File: config.mk
export PLATFORM = sky130hd
export DESIGN_NAME = crop_decimate_engine
export DESIGN_NICKNAME = d
export VERILOG_FILES = /design/src/rtl/crop_decimate_engine.sv
export SDC_FILE = /design/constraint.sdc
export NUM_CORES = 1
export LEC_CHECK = 0
export BUFFER_PORTS_ARGS = -buffer_cell sky130_fd_sc_hd__buf_2
export CORE_MARGIN = 2
export CORE_UTILIZATION = 40
export CTS_BUF_LIST = sky130_fd_sc_hd__clkbuf_16
export CTS_CLUSTER_DIAMETER = 120
export DETAILED_ROUTE_END_ITERATION = 6
export GPL_ROUTABILITY_DRIVEN = 0
export PLACE_DENSITY = 0.63
export SLEW_MARGIN = 5
export SYNTH_ARGS = -nofsm -noshare
export SYNTH_HDL_FRONTEND = slang
export SYNTH_SLANG_ARGS = --single-unit
File: constraint.sdc
create_clock -name clk -period 13.43 [get_ports clk]
set_clock_uncertainty 0.05 [all_clocks]
set_input_delay 1.343 -clock clk [delete_from_list [all_inputs] [get_ports clk]]
set_output_delay 1.343 -clock clk [all_outputs]
set_load 0.03 [all_outputs]
File: src/rtl/crop_decimate_engine.sv
// crop_decimate_engine: walks an inclusive, optionally decimated window of a
// column-major multi-channel image. It issues one read per word, captures the
// read data after RD_LATENCY, then writes the word to a header-offset buffer
// using a ready/valid handshake.
module crop_decimate_engine #(
  parameter int IMG_W      = 100,
  parameter int IMG_H      = 100,
  parameter int CHANNELS   = 3,
  parameter int DATA_W     = 16,
  parameter int ADDR_W     = 24,
  parameter int COORD_W    = 11,
  parameter int HDR_WORDS  = 54,
  parameter int RD_LATENCY = 1
) (
  input  logic               clk,
  input  logic               rst_n,
  input  logic               start,
  input  logic [COORD_W-1:0] x_min,
  input  logic [COORD_W-1:0] x_max,
  input  logic [COORD_W-1:0] y_min,
  input  logic [COORD_W-1:0] y_max,
  input  logic [3:0]         step,
  output logic               busy,
  output logic               done,
  output logic               err,
  output logic               rd_en,
  output logic [ADDR_W-1:0]  rd_addr,
  input  logic [DATA_W-1:0]  rd_data,
  output logic               wr_en,
  input  logic               wr_ready,
  output logic [ADDR_W-1:0]  wr_addr,
  output logic [DATA_W-1:0]  wr_data,
  output logic [ADDR_W-1:0]  words_out
);

  localparam int CH_W  = (CHANNELS > 1) ? $clog2(CHANNELS) : 1;
  // The wait counter only has to reach RD_LATENCY-2.
  localparam int LAT_W = (RD_LATENCY > 2) ? $clog2(RD_LATENCY) : 1;
  localparam logic [LAT_W-1:0]   LAT_LAST = LAT_W'((RD_LATENCY > 1) ? RD_LATENCY - 2 : 0);
  localparam logic [CH_W-1:0]    C_LAST   = CH_W'(CHANNELS - 1);
  localparam logic [COORD_W:0]   IMG_W_C  = (COORD_W+1)'(IMG_W);
  localparam logic [COORD_W:0]   IMG_H_C  = (COORD_W+1)'(IMG_H);
  localparam logic [ADDR_W-1:0]  IMG_H_A  = ADDR_W'(IMG_H);
  localparam logic [ADDR_W-1:0]  CH_A     = ADDR_W'(CHANNELS);
  localparam logic [ADDR_W-1:0]  HDR_A    = ADDR_W'(HDR_WORDS);

  typedef enum logic [2:0] {
    S_IDLE, S_CHECK, S_ISSUE, S_WAIT, S_WRITE, S_DONE, S_ERR
  } state_t;

  state_t             state_q, state_d;
  logic [COORD_W-1:0] xmin_q, xmin_d, xmax_q, xmax_d, ymin_q, ymin_d, ymax_q, ymax_d;
  logic [3:0]         step_q, step_d;
  logic [COORD_W-1:0] x_q, x_d, y_q, y_d;
  logic [CH_W-1:0]    c_q, c_d;
  logic [LAT_W-1:0]   lat_q, lat_d;
  logic [ADDR_W-1:0]  rd_addr_q, rd_addr_d, wr_addr_q, wr_addr_d, words_q, words_d;
  logic [DATA_W-1:0]  wr_data_q, wr_data_d;

  logic [COORD_W:0]   x_sum, y_sum;
  logic               c_last, y_wrap, x_end, last_word, cfg_bad;
  logic [COORD_W-1:0] nx, ny, ax, ay;
  logic [CH_W-1:0]    nc, ac;
  logic [ADDR_W-1:0]  addr_calc;

  // Next traversal coordinate (c fastest, then y, then x); the sums carry an
  // extra bit so a step past the window edge can never wrap around.
  always_comb begin
    y_sum     = {1'b0, y_q} + (COORD_W+1)'(step_q);
    x_sum     = {1'b0, x_q} + (COORD_W+1)'(step_q);
    c_last    = (c_q == C_LAST);
    y_wrap    = (y_sum > {1'b0, ymax_q});
    x_end     = (x_sum > {1'b0, xmax_q});
    last_word = c_last && y_wrap && x_end;
    nc        = c_q + CH_W'(1);
    ny        = y_q;
    nx        = x_q;
    if (c_last) begin
      nc = '0;
      if (y_wrap) begin
        ny = ymin_q;
        nx = x_sum[COORD_W-1:0];
      end else begin
        ny = y_sum[COORD_W-1:0];
      end
    end
    cfg_bad = (xmin_q > xmax_q) || (ymin_q > ymax_q) ||
              ({1'b0, xmax_q} >= IMG_W_C) || ({1'b0, ymax_q} >= IMG_H_C) ||
              (step_q == 4'd0);
  end

  // Source address of the coordinate about to be issued; it is the window
  // origin when leaving CHECK and the advanced coordinate otherwise.
  always_comb begin
    ax        = (state_q == S_CHECK) ? xmin_q : nx;
    ay        = (state_q == S_CHECK) ? ymin_q : ny;
    ac        = (state_q == S_CHECK) ? '0     : nc;
    addr_calc = (ADDR_W'(ax) * IMG_H_A + ADDR_W'(ay)) * CH_A + ADDR_W'(ac);
  end

  // Control FSM: next state and datapath updates.
  always_comb begin
    state_d   = state_q;
    xmin_d    = xmin_q;
    xmax_d    = xmax_q;
    ymin_d    = ymin_q;
    ymax_d    = ymax_q;
    step_d    = step_q;
    x_d       = x_q;
    y_d       = y_q;
    c_d       = c_q;
    lat_d     = lat_q;
    rd_addr_d = rd_addr_q;
    wr_addr_d = wr_addr_q;
    words_d   = words_q;
    wr_data_d = wr_data_q;
    case (state_q)
      S_IDLE, S_DONE, S_ERR: begin
        if (start) begin
          xmin_d    = x_min;
          xmax_d    = x_max;
          ymin_d    = y_min;
          ymax_d    = y_max;
          step_d    = step;
          wr_addr_d = HDR_A;
          words_d   = '0;
          state_d   = S_CHECK;
        end
      end
      S_CHECK: begin
        if (cfg_bad) begin
          state_d = S_ERR;
        end else begin
          x_d       = xmin_q;
          y_d       = ymin_q;
          c_d       = '0;
          rd_addr_d = addr_calc;
          state_d   = S_ISSUE;
        end
      end
      S_ISSUE: begin
        // With single-cycle latency the data is already valid here, so WAIT is skipped.
        if (RD_LATENCY == 1) begin
          wr_data_d = rd_data;
          state_d   = S_WRITE;
        end else begin
          lat_d   = '0;
          state_d = S_WAIT;
        end
      end
      S_WAIT: begin
        if (lat_q == LAT_LAST) begin
          wr_data_d = rd_data;
          state_d   = S_WRITE;
        end else begin
          lat_d = lat_q + LAT_W'(1);
        end
      end
      S_WRITE: begin
        if (wr_ready) begin
          wr_addr_d = wr_addr_q + ADDR_W'(1);
          words_d   = words_q + ADDR_W'(1);
          if (last_word) begin
            state_d = S_DONE;
          end else begin
            x_d       = nx;
            y_d       = ny;
            c_d       = nc;
            rd_addr_d = addr_calc;
            state_d   = S_ISSUE;
          end
        end
      end
      default: state_d = S_IDLE;
    endcase
  end

  // State and datapath registers with synchronous active-low reset.
  always_ff @(posedge clk) begin
    if (!rst_n) begin
      state_q   <= S_IDLE;
      xmin_q    <= '0;
      xmax_q    <= '0;
      ymin_q    <= '0;
      ymax_q    <= '0;
      step_q    <= '0;
      x_q       <= '0;
      y_q       <= '0;
      c_q       <= '0;
      lat_q     <= '0;
      rd_addr_q <= '0;
      wr_addr_q <= HDR_A;
      words_q   <= '0;
      wr_data_q <= '0;
    end else begin
      state_q   <= state_d;
      xmin_q    <= xmin_d;
      xmax_q    <= xmax_d;
      ymin_q    <= ymin_d;
      ymax_q    <= ymax_d;
      step_q    <= step_d;
      x_q       <= x_d;
      y_q       <= y_d;
      c_q       <= c_d;
      lat_q     <= lat_d;
      rd_addr_q <= rd_addr_d;
      wr_addr_q <= wr_addr_d;
      words_q   <= words_d;
      wr_data_q <= wr_data_d;
    end
  end

  assign busy      = (state_q == S_CHECK) || (state_q == S_ISSUE) ||
                     (state_q == S_WAIT)  || (state_q == S_WRITE);
  assign done      = (state_q == S_DONE) || (state_q == S_ERR);
  assign err       = (state_q == S_ERR);
  assign rd_en     = (state_q == S_ISSUE);
  assign wr_en     = (state_q == S_WRITE);
  assign rd_addr   = rd_addr_q;
  assign wr_addr   = wr_addr_q;
  assign wr_data   = wr_data_q;
  assign words_out = words_q;

endmodule
* Yosys cells after proc, flatten, opt, wreduce, memory -nomap -nowiden
Cells that the tools add are included.
W data, S select, Z words.
** Storage, ports and cells
- Input port bits :: 68
- Register bits after elaboration :: 164
- Output and inout bits :: 93
- Word-level logic and storage cells :: 102
** Operators by class
- Multipliers :: 2
- Multiplexer cells :: 39
- $add $sub $neg :: 8
- Equality and inequality tests :: 12
- Reduce and logical (&&, ||, !) cells :: 21
- $lt $le $gt $ge :: 6
** Operators by type and width (number)
- $mux W24 :: 7
- $pmux W24 S2 :: 3
- $mux W11 :: 12
- $add A24 B1 Y24 const B :: 2
- $pmux W11 S2 :: 2
- $pmux W16 S2 :: 1
- $add A11 B4 Y12 :: 2
- $gt A12 B11 Y1 :: 2
- $add A21 B2 Y22 :: 1
- $ge A11 B7 Y1 const B :: 2
- $gt A11 B11 Y1 :: 2
- $mul A19 B2 Y21 const B :: 1
- $add A18 B11 Y19 :: 1
- $mul A11 B5 Y16 const B :: 1
- $mux W16 :: 1
- $mux W3 :: 5
- $pmux W3 S5 :: 1
- $mux W2 :: 5
- $eq A3 B3 Y1 const B :: 3
- $logic_or A1 B1 Y1 :: 8
- $ne A2 B2 Y1 const B :: 4
- $eq A3 B2 Y1 const B :: 2
- $reduce_and A3 Y1 :: 2
- $reduce_bool A2 Y1 :: 3
- other kinds (13) :: 15

* Longest topological paths before layout
Gate-level depths: netlist (run 1).
- Depth after elaboration :: 12
- Depth in mapped cells :: 39
- Mapped depth without buffers :: 38

* Worst setup path before layout (run 1)
Ideal clock, no wire load.
- Path type :: reg2reg
- Start point :: register step_q[0]
- End point :: register rd_addr_q[19] (netlist: rd_addr[19])
- Buffers on the path :: 1
- Required time :: 13.315 ns
- Library setup time :: 0.065 ns
- Stages on the path, launching flop included :: 40
- Setup slack :: 4.758 ns
- Arrival time :: 8.557 ns
- Clock period less this slack :: 8.672 ns
- Cells stage by stage :: dfxtp_1 > ha_1 > fa_1 > a21o_1 > a21oi_1 > nor2b_1 > nand4_1 > xnor2_1 > ha_1 > and3_4 > and3_1 > a21o_1 > a31oi_4 > clkbuf_1 > nand2_1 > xor2_1 > o21ai_0 > ha_1 > [4 not listed] > ha_1 > o21ai_0 > nand2b_1 > o31a_1 > a311oi_1 > xnor2_1 > or3_1 > a31oi_1 > xor2_1 > ha_1 > ha_1 > nand3_1 > nand2_1 > a41o_1 > o41ai_1 > xnor2_1 > mux2i_1 > nor2b_1
** Between the ends
- Cells in the longest elaborated chain, start to end :: 12
- Elaborated cells between the ends (all ways) :: 25
- Classes of those cells :: add/sub: 4; mul: 2; order compare: 2; eq/ne: 2; mux: 10; reduce/logical: 5
** RTL lines
- start: declaration :: RTL line 53 : logic [3:0] step_q, step_d;
- start signal: assignment :: RTL line 201 : step_q <= step_d;
- $add A11 B4 Y12 :: RTL line 69 : y_sum = {1'b0, y_q} + (COORD_W+1)'(step_q);
- $gt A12 B11 Y1 :: RTL line 72 : y_wrap = (y_sum > {1'b0, ymax_q});
- $mux W11 :: RTL line 80 : if (y_wrap) begin
- $mux W11 :: RTL line 78 : if (c_last) begin
- $mux W11 :: RTL line 95 : ax = (state_q == S_CHECK) ? xmin_q : nx;
- $mul A11 B5 Y16 :: RTL line 98 : addr_calc = (ADDR_W'(ax) * IMG_H_A + ADDR_W'(ay)) * CH_A + ADDR_W'(ac);
- $add A18 B11 Y19 :: RTL line 98
- $mul A19 B2 Y21 :: RTL line 98
- $add A21 B2 Y22 :: RTL line 98
- $mux W24 :: RTL line 163 : if (last_word) begin
- $mux W24 :: RTL line 160 : if (wr_ready) begin
- $pmux W24 S2 :: RTL line 117 : case (state_q)
- end signal: assignment :: RTL line 206 : rd_addr_q <= rd_addr_d;
- end: declaration :: RTL line 57 : logic [ADDR_W-1:0] rd_addr_q, rd_addr_d, wr_addr_q, wr_addr_d, words_q, words_d;
Several ways; a longest one is shown, not always the timed one. The select of a mux whose other input is x is not followed.
A chain may end at the register's enable or synchronous reset.

* Final worst setup path (run 1)
Ends and elaborated chain as after synthesis.

==> impl_results.md, run 1 <==
- Worst-margin pin slew: approximately 1100 ps
- Post-CTS Setup Repair Bufs: 0
- P&R area growth vs syn: 14.87%
- Antenna violation net count after detailed routing: 0
- Cell count after synthesis: between 1000 and 1500
- Crit-path slowest cell: a31oi_4
- CP Class: register to register
- Initial Util: 0.4031
- Most frequent cells in the layout: nand2_1 (234), dfxtp_1 (160), buf_2 (157)
- Vias: 10170
- DRC: 0
- Antenna fix cells: 0
- Rows: 62
- Gr ovfl total: 0
- Main synth FF type: dfxtp_1
- # nets final: 1740
- Post-Route WL: 29040 µm
- Mux contribution to synthesized area: 0.02012
- Slew Viols, Final: 0
- CTS Root Cell: clkbuf_16
- Fillers: 2917
- Number of distinct library cells after synthesis: just under 80
- # setup viols final: 0
- Sequential share of the synthesized area: 0.2784
- Yosys Warn Count: 0
- Power per cell area: approximately 180 nW/µm²
- Worst-path fanout max: 17
- Simple-gate share of the synthesized area: 0.2064
- CP endpoint kind: register
- Initial drt markers: 513
- F_max: 0.1060 GHz
- Cell Area, Placed: 12580 µm²
- CTS tree: done
- IO Pins: around 160
- Asr flop ratio synth: 0
- Fin area: between 10000 and 15000 µm²
- Critical path arrival: 9760 ps
- Min-delay src: wr_data[8]
- Area of the core: 28550 µm²
- Crit path top cell by count: ha_1
- RSZ-0062 raised after global routing: false
- Type of origin of the critical path: register
- Buffers on Ports: 157
- Mean Syn Cell Area: 8.173 µm²
- Die width: 173.6 µm
- Mapped Area: 11510 µm²
- Critical Path RT: 13750 ps
- Vias in the first global route: around 9600
- Initial antenna violation count: 0
- Final worst-path cycle share: 0.7022
- Detailed-route wire length per cell: between 15 and 20 µm
- Max-cap violations: 0
- Post-CTS sizing: 0
- VDD IR-drop max: 0.1012 mV
- XOR/XNOR Fraction of Synth Area: 0.08144
- Hold Path Class: register to register
- Fin Setup TNS: 0 ps
- Clock sinks: 160
- Main combinational cell family by area after synthesis: simple AND/OR/NAND/NOR gates
- Die area: roughly 30000 µm²
- Layout cells sized above 1: 0.1486
- CTS buffer count: 17
- Worst slew margin: 0.2563
- Total global-route track usage: 0.1926
- First-pass GRT wire length: ~48000 µm
- Slowest stage delay, CP: 550 ps
- CTS max path bufs: 2
- Complex-gate fraction of the synthesized area: 0.2052
- Commonest non-fill, non-tap cell in the layout: nand2_1
- Hold Buf Count CTS: 0
- Status: completed
- DP HPWL: 21860 µm
- Die Ht: 173.6 µm
- Average vias per placed instance: 5.283
- EDFF count, synth: 0
- H-tree levels: 4
- Worst-path clk slew: roughly 80 ps
- Critical path startpoint: step_q[0]
- Synth Area in Adders: 0.1640
- Largest net degree at the start of global routing: 76
- Leakage: 5.964 nW
- Later-pin clock latency in the skew report: 450 ps
- Final Hold Fails: 0
- Reg2reg start: step_q[0]
- Flops & latches, synth: 160
- Period minus WS final: approximately 9400 ps
- Pre-Repair DR Iteration Count: 5
-- final cells by class --
cell class / count / area (µm²) / area share
multi-input combinational: 1124 / 7821 / 0.5917
sequential: 160 / 3203 / 0.2423
timing repair buffer: 166 / 853.3 / 0.06455
tap: 384 / 480.5 / 0.03635
clock buffer: 17 / 425.4 / 0.03218
inverter: 59 / 221.5 / 0.01675
clock inverter: 15 / 214.0 / 0.01619
-- routing by layer --
| metal | vias to the layer above | track usage | wire, µm |
|---|---|---|---|
| met2 | 215 | 0.3160 | 13100 |
| met5 | - | 0 | 0 |
| met1 | 4749 | 0.2618 | 14250 |
| li1 | 5173 | - | - |
| met3 | 33 | 0.03355 | 1274 |
| met4 | 0 | 0.05077 | 416 |
-- power breakdown --
part / internal, mW / total (mW) / leakage [nW] / switching (mW)
sequential: 0.528 / 0.587 / 1.30 / 0.0588
clock: 0.261 / 0.525 / 0.305 / 0.265
combinational: 0.504 / 1.21 / 4.36 / 0.711
-- synthesized netlist by cell type, drive strengths merged, types with 22 or more instances --
master,number,area (µm²)
a21boi,83,623.1
nor2,97,364.1
nor2b,33,209.0
inv,59,221.5
a21oi,55,297.8
ha,134,1677
o21ai,57,285.3
mux2i,22,220.2
xnor2,49,429.2
nand2,234,878.3
dfxtp,160,3203
xor2,58,508.0
nor3,27,146.4
clkbuf,47,176.4
nand3,36,185.2
-- worst max-delay path, delay by kind of cell (launching register included) --
family / cells / cell delay, ps
flip-flops: 1 / 340
adder cells (fa/ha/maj): 9 / 3000
multiplexers: 1 / 90
AO/OA/AOI/OAI: 11 / 3270
XOR/XNOR: 5 / 910
buffers and inverters: 2 / 90
AND/OR/NAND/NOR: 10 / 1590
-- registers in the layout, indices dropped and copies added, names as in the netlist, named ones only --
signal,cells
x_q,10
xmax_q,11
step_q,4
state_q,3
c_q,2
xmin_q,11
words_out,24
wr_data,16
wr_addr,24
ymin_q,11
ymax_q,11
rd_addr,21
y_q,11
-- cell families after synthesis --
| group | Yosys count |
|---|---|
| DFF | 160 |
| buffers and inverters | 126 |
| and+or+nand+nor | 516 |
| adders and majority gates | 145 |
| other | 1 |
| muxes | 23 |
| AOI/OAI and AO/OA | 330 |
| xor gates and xnor gates | 107 |
-- path summary, 6_finish.rpt --
check	end	slack [ps]	cells after the start
worst max-delay path	rd_addr[19]	4000	38
worst min-delay path	wr_data[8]	410	2
worst max register to register	rd_addr[19]	4000	38
worst min register to register	wr_data[8]	410	2
-- stage by stage --
step / instances / total power, mW / worst slack (ps) / hold WS (ps) / utilization
floorplan: 1410 / 1.540 / 4758 / 393.5 / -
global placement: 1893 / 1.798 / 4238 / 398.3 / 0.4407
detailed placement: 1893 / 1.813 / 4069 / 404.6 / 0.4407
CTS: 1925 / 2.350 / 4021 / 416.2 / 0.4631
global route: 1925 / 2.522 / 3315 / 441.9 / 0.4631
finish: 1925 / 2.327 / 3999 / 411.2 / 0.4631
Note: power is estimated with default switching activity, not from simulation.
==> run 2, diff against run 1 <==
--- a/config.mk
+++ b/config.mk
@@ -12,7 +12,7 @@
 export CTS_CLUSTER_DIAMETER = 120
 export DETAILED_ROUTE_END_ITERATION = 6
 export GPL_ROUTABILITY_DRIVEN = 0
-export PLACE_DENSITY = 0.63
+export PLACE_DENSITY = 0.65
 export SLEW_MARGIN = 5
 export SYNTH_ARGS = -nofsm -noshare
 export SYNTH_HDL_FRONTEND = slang
==> constraint.sdc (replaced) <==
create_clock -name clk -period 8.4 [get_ports clk]
set_clock_uncertainty 0.05 [all_clocks]
set_input_delay 0.84 -clock clk [delete_from_list [all_inputs] [get_ports clk]]
set_output_delay 0.84 -clock clk [all_outputs]
set_load 0.03 [all_outputs]
==> impl_results.md, run 2 (same netlist as run 1, synthesis figures left out) <==
- Post-Route WL: 29800 µm (was 29040 µm)
- Power per cell area: 283.9 nW/µm² (was 176.0 nW/µm²)
- Antenna violation net count after detailed routing: 0 (unchanged)
- Max-cap violations: 0 (unchanged)
- Average vias per placed instance: 5.308 (was 5.283)
- DRC: 0 (unchanged)
- CP Class: register to register (unchanged)
- Largest net degree at the start of global routing: 66 (was 76)
- Layout cells sized above 1: 0.2015 (was 0.1486)
- CTS Root Cell: clkbuf_16 (unchanged)
- Type of origin of the critical path: register (unchanged)
- Worst-margin pin slew: 846.7 ps (was 1111 ps)
- Comb pwr share: 0.554 (was 0.522)
- # nets final: 1777 (was 1740)
- Commonest non-fill, non-tap cell in the layout: nand2_1 (unchanged)
- Tot Pwr: 3.912 mW (was 2.327 mW)
- Fin worst setup slack: 262.1 ps (was 3999 ps)
- Crit path top cell by count: ha_1 (unchanged)
- Status: completed (unchanged)
- Buffers on Ports: 157 (unchanged)
- Pre-Repair DR Iteration Count: 6 (was 5)
- Reg power frac: 0.240 (was 0.252)
- Most frequent cells in the layout: nand2_1 (234), dfxtp_1 (157), buf_2 (157) (was nand2_1 (234), dfxtp_1 (160), buf_2 (157))
- Die Ht: 173.6 µm (unchanged)
- Clock sinks: 160 (unchanged)
- Critical path arrival: 8410 ps (was 9760 ps)
- CTS max path bufs: 2 (unchanged)
- CP endpoint kind: register (unchanged)
- Area of the multi-input gates: 8124 µm² (was 7821 µm²)
- IO Pins: 161 (unchanged)
- Initial Util: 0.4031 (unchanged)
- Slowest stage delay, CP: 560 ps (was 550 ps)
- # setup viols final: 0 (unchanged)
- Total global-route track usage: 0.1927 (was 0.1926)
- Crit-path slowest cell: fa_1 (was a31oi_4)
- Final Hold Fails: 0 (unchanged)
- VDD IR-drop max: 0.2498 mV (was 0.1012 mV)
- Vias: 10410 (was 10170)
- Final worst-path cycle share: 0.9688 (was 0.7022)
- Post-Place Worst Slack: -99.97 ps (was 4069 ps)
- Later-pin clock latency in the skew report: 440 ps (was 450 ps)
- Leakage: 6.183 nW (was 5.964 nW)
- Initial antenna violation count: 0 (unchanged)
- DP HPWL: 22130 µm (was 21860 µm)
- Worst-path clk slew: 70 ps (was 80 ps)
- Critical Path RT: 8670 ps (was 13750 ps)
- Detailed-route wire length per cell: 15.19 µm (was 15.08 µm)
- Hold Path Class: register to register (unchanged)
- Sw Share: 0.4392 (was 0.4447)
- P_sw: 1.718 mW (was 1.035 mW)
- F_max: 0.1229 GHz (was 0.1060 GHz)
- Gr ovfl total: 0 (unchanged)
- CTS buffer count: 17 (unchanged)
- Vias in the first global route: 9659 (was 9602)
- Period minus WS final: 8138 ps (was 9431 ps)
- Area of the core: 28550 µm² (unchanged)
- Initial drt markers: 544 (was 513)
- Slew Viols, Final: 0 (unchanged)
- Fillers: 2787 (was 2917)
- Die width: 173.6 µm (unchanged)
- Critical path startpoint: step_q[0] (unchanged)
- P_int: 2.194 mW (was 1.292 mW)
- Worst slew margin: 0.4303 (was 0.2563)
- Reg2reg start: step_q[0] (unchanged)
- Worst-path fanout max: 4 (was 17)
- Antenna fix cells: 0 (unchanged)
- Die area: 30140 µm² (unchanged)
- Dpl cells: 1923 (was 1893)
- Rows: 62 (unchanged)
- Min-delay src: wr_data[8] (unchanged)
- Final cell count without fillers: 1962 (was 1925)
- First-pass GRT wire length: 47890 µm (was 47870 µm)
- CTS tree: done (unchanged)
- H-tree levels: 4 (unchanged)
- Clock share of power: 0.206 (was 0.226)
- P&R area growth vs syn: 19.73% (was 14.87%)
- Sequential cell area: 3207 µm² (was 3203 µm²)
run 2: changes by cell type in the layout (fill, tap and decap cells not counted), moves of 5 or more:
cell,delta
a31oi_1,-5
ha_4,+6
o21ai_2,+5
ha_1,-8
a21oi_2,+8
a21oi_1,-8
buf_4,+35
o21ai_0,-7
run 2: critical path: cells and delay by family, from the launching register on:
kind            cells  cell delay (ps)
compound gates     14             2370
xor+xnor            3              380
fa+ha+maj          10             3190
buf+inv             1              180
flops               1              320
mux                 1              300
simple gates        7             1200
run 2: repair_timing:
item,4_1_cts,5_1_grt
setup buffers,0,7
gates resized for setup,8,57
pin swaps,1,35
hold buffers,0,0
setup endpoints to repair,3,9
run 2: per-stage QoR:
step	hold slack (ps)	utilization	setup TNS [ps]	area (µm²)
finish	410.5	0.4826	0	13780
global route	437.3	0.4826	-135.7	13780
CTS	416.0	0.4715	-7.192	13460
detailed placement	405.3	0.4491	-117.4	12820
global placement	397.0	0.4491	0	12820
floorplan	393.5	-	0	11530
run 2: cell type report:
| type | count | area share |
|---|---|---|
| Sequential cell | 160 | 0.2327 |
| Clock buffer | 17 | 0.03088 |
| Multi-Input combinational cell | 1124 | 0.5896 |
| Tap cell | 384 | 0.03487 |
| Timing Repair Buffer | 203 | 0.08291 |
| Inverter | 59 | 0.01607 |
| Clock inverter | 15 | 0.01290 |
run 2: worst paths after layout:
path / end / slack, ps / cells past startpoint
worst max-delay path: rd_addr[20] / 260 / 36
worst min-delay path: wr_data[8] / 410 / 2
worst max register to register: rd_addr[20] / 260 / 36
worst min register to register: wr_data[8] / 410 / 2
run 2: power groups by stage:
| stage | Sequential [mW] | Clock [mW] | Combinational [mW] |
|---|---|---|---|
| 2_1_floorplan | 0.984 | 0 | 1.48 |
| 3_3_place_gp | 0.951 | 0 | 1.98 |
| 3_5_place_dp | 0.953 | 0 | 2.00 |
| 4_1_cts | 0.935 | 0.828 | 2.03 |
| 5_1_grt | 0.952 | 0.855 | 2.42 |
| 6_report | 0.939 | 0.805 | 2.17 |
run 2: metal layers:
metal	vias up	global-route usage	share of wire
met1	4838	0.2627	0.48
met3	40	0.03750	0.061
met2	298	0.3092	0.44
met5	-	0	0
met4	0	0.05742	0.020
li1	5238	-	-
==> run 3, diff against run 2 <==
--- a/config.mk
+++ b/config.mk
@@ -7,12 +7,12 @@
 export LEC_CHECK = 0
 export BUFFER_PORTS_ARGS = -buffer_cell sky130_fd_sc_hd__buf_2
 export CORE_MARGIN = 2
-export CORE_UTILIZATION = 40
+export CORE_UTILIZATION = 25
 export CTS_BUF_LIST = sky130_fd_sc_hd__clkbuf_16
 export CTS_CLUSTER_DIAMETER = 120
 export DETAILED_ROUTE_END_ITERATION = 6
 export GPL_ROUTABILITY_DRIVEN = 0
-export PLACE_DENSITY = 0.65
+export PLACE_DENSITY = 0.47
 export SLEW_MARGIN = 5
 export SYNTH_ARGS = -nofsm -noshare
 export SYNTH_HDL_FRONTEND = slang
==> impl_results.md, run 3 (same netlist as run 1, synthesis figures left out) <==
- Dpl cells: 2156 (was 1923)
- Die width: 218.5 µm (was 173.6 µm)
- Slowest stage delay, CP: 580 ps (was 560 ps)
- Rows: 78 (was 62)
- CTS max path bufs: 2 (unchanged)
- F_max: 0.1241 GHz (was 0.1229 GHz)
- Later-pin clock latency in the skew report: 480 ps (was 440 ps)
- Initial drt markers: 485 (was 544)
- Initial antenna violation count: 0 (unchanged)
- Final cell count without fillers: 2198 (was 1962)
- Die area: 47760 µm² (was 30140 µm²)
- Antenna fix cells: 0 (unchanged)
- Wl on met1: 16190 µm (was 14250 µm)
- Slew Viols, Final: 0 (unchanged)
- First-pass GRT wire length: 52040 µm (was 47890 µm)
- IO Pins: 161 (unchanged)
- Antenna violation net count after detailed routing: 0 (unchanged)
- CTS buffer count: 17 (unchanged)
- Leakage: 6.301 nW (was 6.183 nW)
- Layout cells sized above 1: 0.2121 (was 0.2015)
- Area of the core: 45380 µm² (was 28550 µm²)
- Vias in the first global route: 9779 (was 9659)
- Type of origin of the critical path: register (unchanged)
- Status: completed (unchanged)
- Power per cell area: 279.1 nW/µm² (was 283.9 nW/µm²)
- Hold Path Class: register to register (unchanged)
- Critical Path RT: 8770 ps (was 8670 ps)
- Gr ovfl total: 0 (unchanged)
- CP endpoint kind: register (unchanged)
- Commonest non-fill, non-tap cell in the layout: nand2_1 (unchanged)
- Die Ht: 218.5 µm (was 173.6 µm)
- Vias: 10370 (was 10410)
- Pre-Repair DR Iteration Count: 4 (was 6)
- # nets final: 1797 (was 1777)
- CTS tree: done (unchanged)
- Most frequent cells in the layout: nand2_1 (232), dfxtp_1 (157), buf_2 (156) (was nand2_1 (234), dfxtp_1 (157), buf_2 (157))
- Total global-route track usage: 0.1393 (was 0.1927)
- Max Used Layer: met4 (unchanged)
- DP HPWL: 25270 µm (was 22130 µm)
- Buffers on Ports: 157 (unchanged)
- Post-Route WL: 32900 µm (was 29800 µm)
- Tot Pwr: 3.967 mW (was 3.912 mW)
- VDD IR-drop max: 0.1900 mV (was 0.2498 mV)
- CTS Root Cell: clkbuf_16 (unchanged)
- Fin Setup TNS: 0 ps (unchanged)
- Crit path top cell by count: ha_1 (unchanged)
- Period minus WS final: 8055 ps (was 8138 ps)
- DRC: 0 (unchanged)
- Initial Util: 0.2536 (was 0.4031)
- Detailed-route wire length per cell: 14.97 µm (was 15.19 µm)
- Largest net degree at the start of global routing: 78 (was 66)
- CP Class: register to register (unchanged)
- # setup viols final: 0 (unchanged)
- Average vias per placed instance: 4.717 (was 5.308)
- Critical path arrival: 8420 ps (was 8410 ps)
- Final Hold Fails: 0 (unchanged)
- Max-cap violations: 0 (unchanged)
- Worst-path clk slew: 70 ps (about the same)
- Worst-margin pin slew: 1086 ps (was 846.7 ps)
- P&R area growth vs syn: 23.54% (was 19.73%)
- Worst slew margin: 0.2736 (was 0.4303)
- H-tree levels: 4 (unchanged)
- DR WL met3: 1619 µm (was 1814 µm)
- Crit-path slowest cell: fa_1 (unchanged)
- Clock sinks: 160 (unchanged)
- Worst-path fanout max: 3 (was 4)
- Routed wl met2: 14520 µm (was 13140 µm)
- Final worst-path cycle share: 0.9589 (was 0.9688)
==> run 3: metrics by stage <==
step / area (µm²) / util / hold WS (ps) / worst slack [ps]
6_report: 14220 / 0.3133 / 410.2 / 345.0
5_1_grt: 14220 / 0.3133 / 436.2 / -57.86
4_1_cts: 13840 / 0.3050 / 415.2 / 21.77
3_5_place_dp: 13220 / 0.2913 / 405.9 / -141.0
3_3_place_gp: 13220 / 0.2913 / 397.9 / 31.58
2_1_floorplan: 11530 / - / 393.5 / 47.24
==> run 3: power breakdown <==
| part | internal, mW | switching (mW) | leakage [nW] |
|---|---|---|---|
| combinational | 0.977 | 1.24 | 4.71 |
| sequential | 0.845 | 0.0953 | 1.30 |
| clock | 0.441 | 0.369 | 0.285 |
| total | 2.26 | 1.70 | 6.30 |
==> run 3: worst max-delay path: cells and delay by family (launching register included) <==
| family | cells | cell delay (ps) |
|---|---|---|
| compound gates | 12 | 2360 |
| xor+xnor | 4 | 510 |
| fa+ha+maj | 10 | 3050 |
| flops | 1 | 320 |
| mux | 2 | 410 |
| simple gates | 8 | 1280 |
==> run 3: routing by layer <==
metal,vias to the layer above,global-route usage
li1,5287,-
met2,227,0.2174
met4,0,0.04943
met1,4825,0.1904
met5,-,0
met3,29,0.02658
==> run 3: path summary, 6_finish.rpt <==
| path | start | end | slack (ps) | cells after the start |
|---|---|---|---|---|
| worst max-delay path | step_q[0] | rd_addr[19] | 340 | 36 |
| worst min-delay path | wr_data[8] | wr_data[8] | 410 | 2 |
| worst min register to register | wr_data[8] | wr_data[8] | 410 | 2 |
| worst max register to register | step_q[0] | rd_addr[19] | 340 | 36 |
==> run 3: layout make-up <==
cell class                      instances  area, µm²
Multi-Input combinational cell       1124       8144
Inverter                               59      221.5
Clock inverter                         15      158.9
Clock buffer                           17      425.4
Tap cell                              600      750.7
Sequential cell                       160       3207
Timing Repair Buffer                  223       1309
Fill cell                            4947      31160
==> run 3: what timing repair did <==
action	4_1_cts	5_1_grt
gates cloned	0	1
hold buffers	0	0
pin swaps	2	27
endpoints found under the hold margin	0	0
gates resized for setup	9	57
endpoints found under the setup margin	3	9
setup buffers	1	8
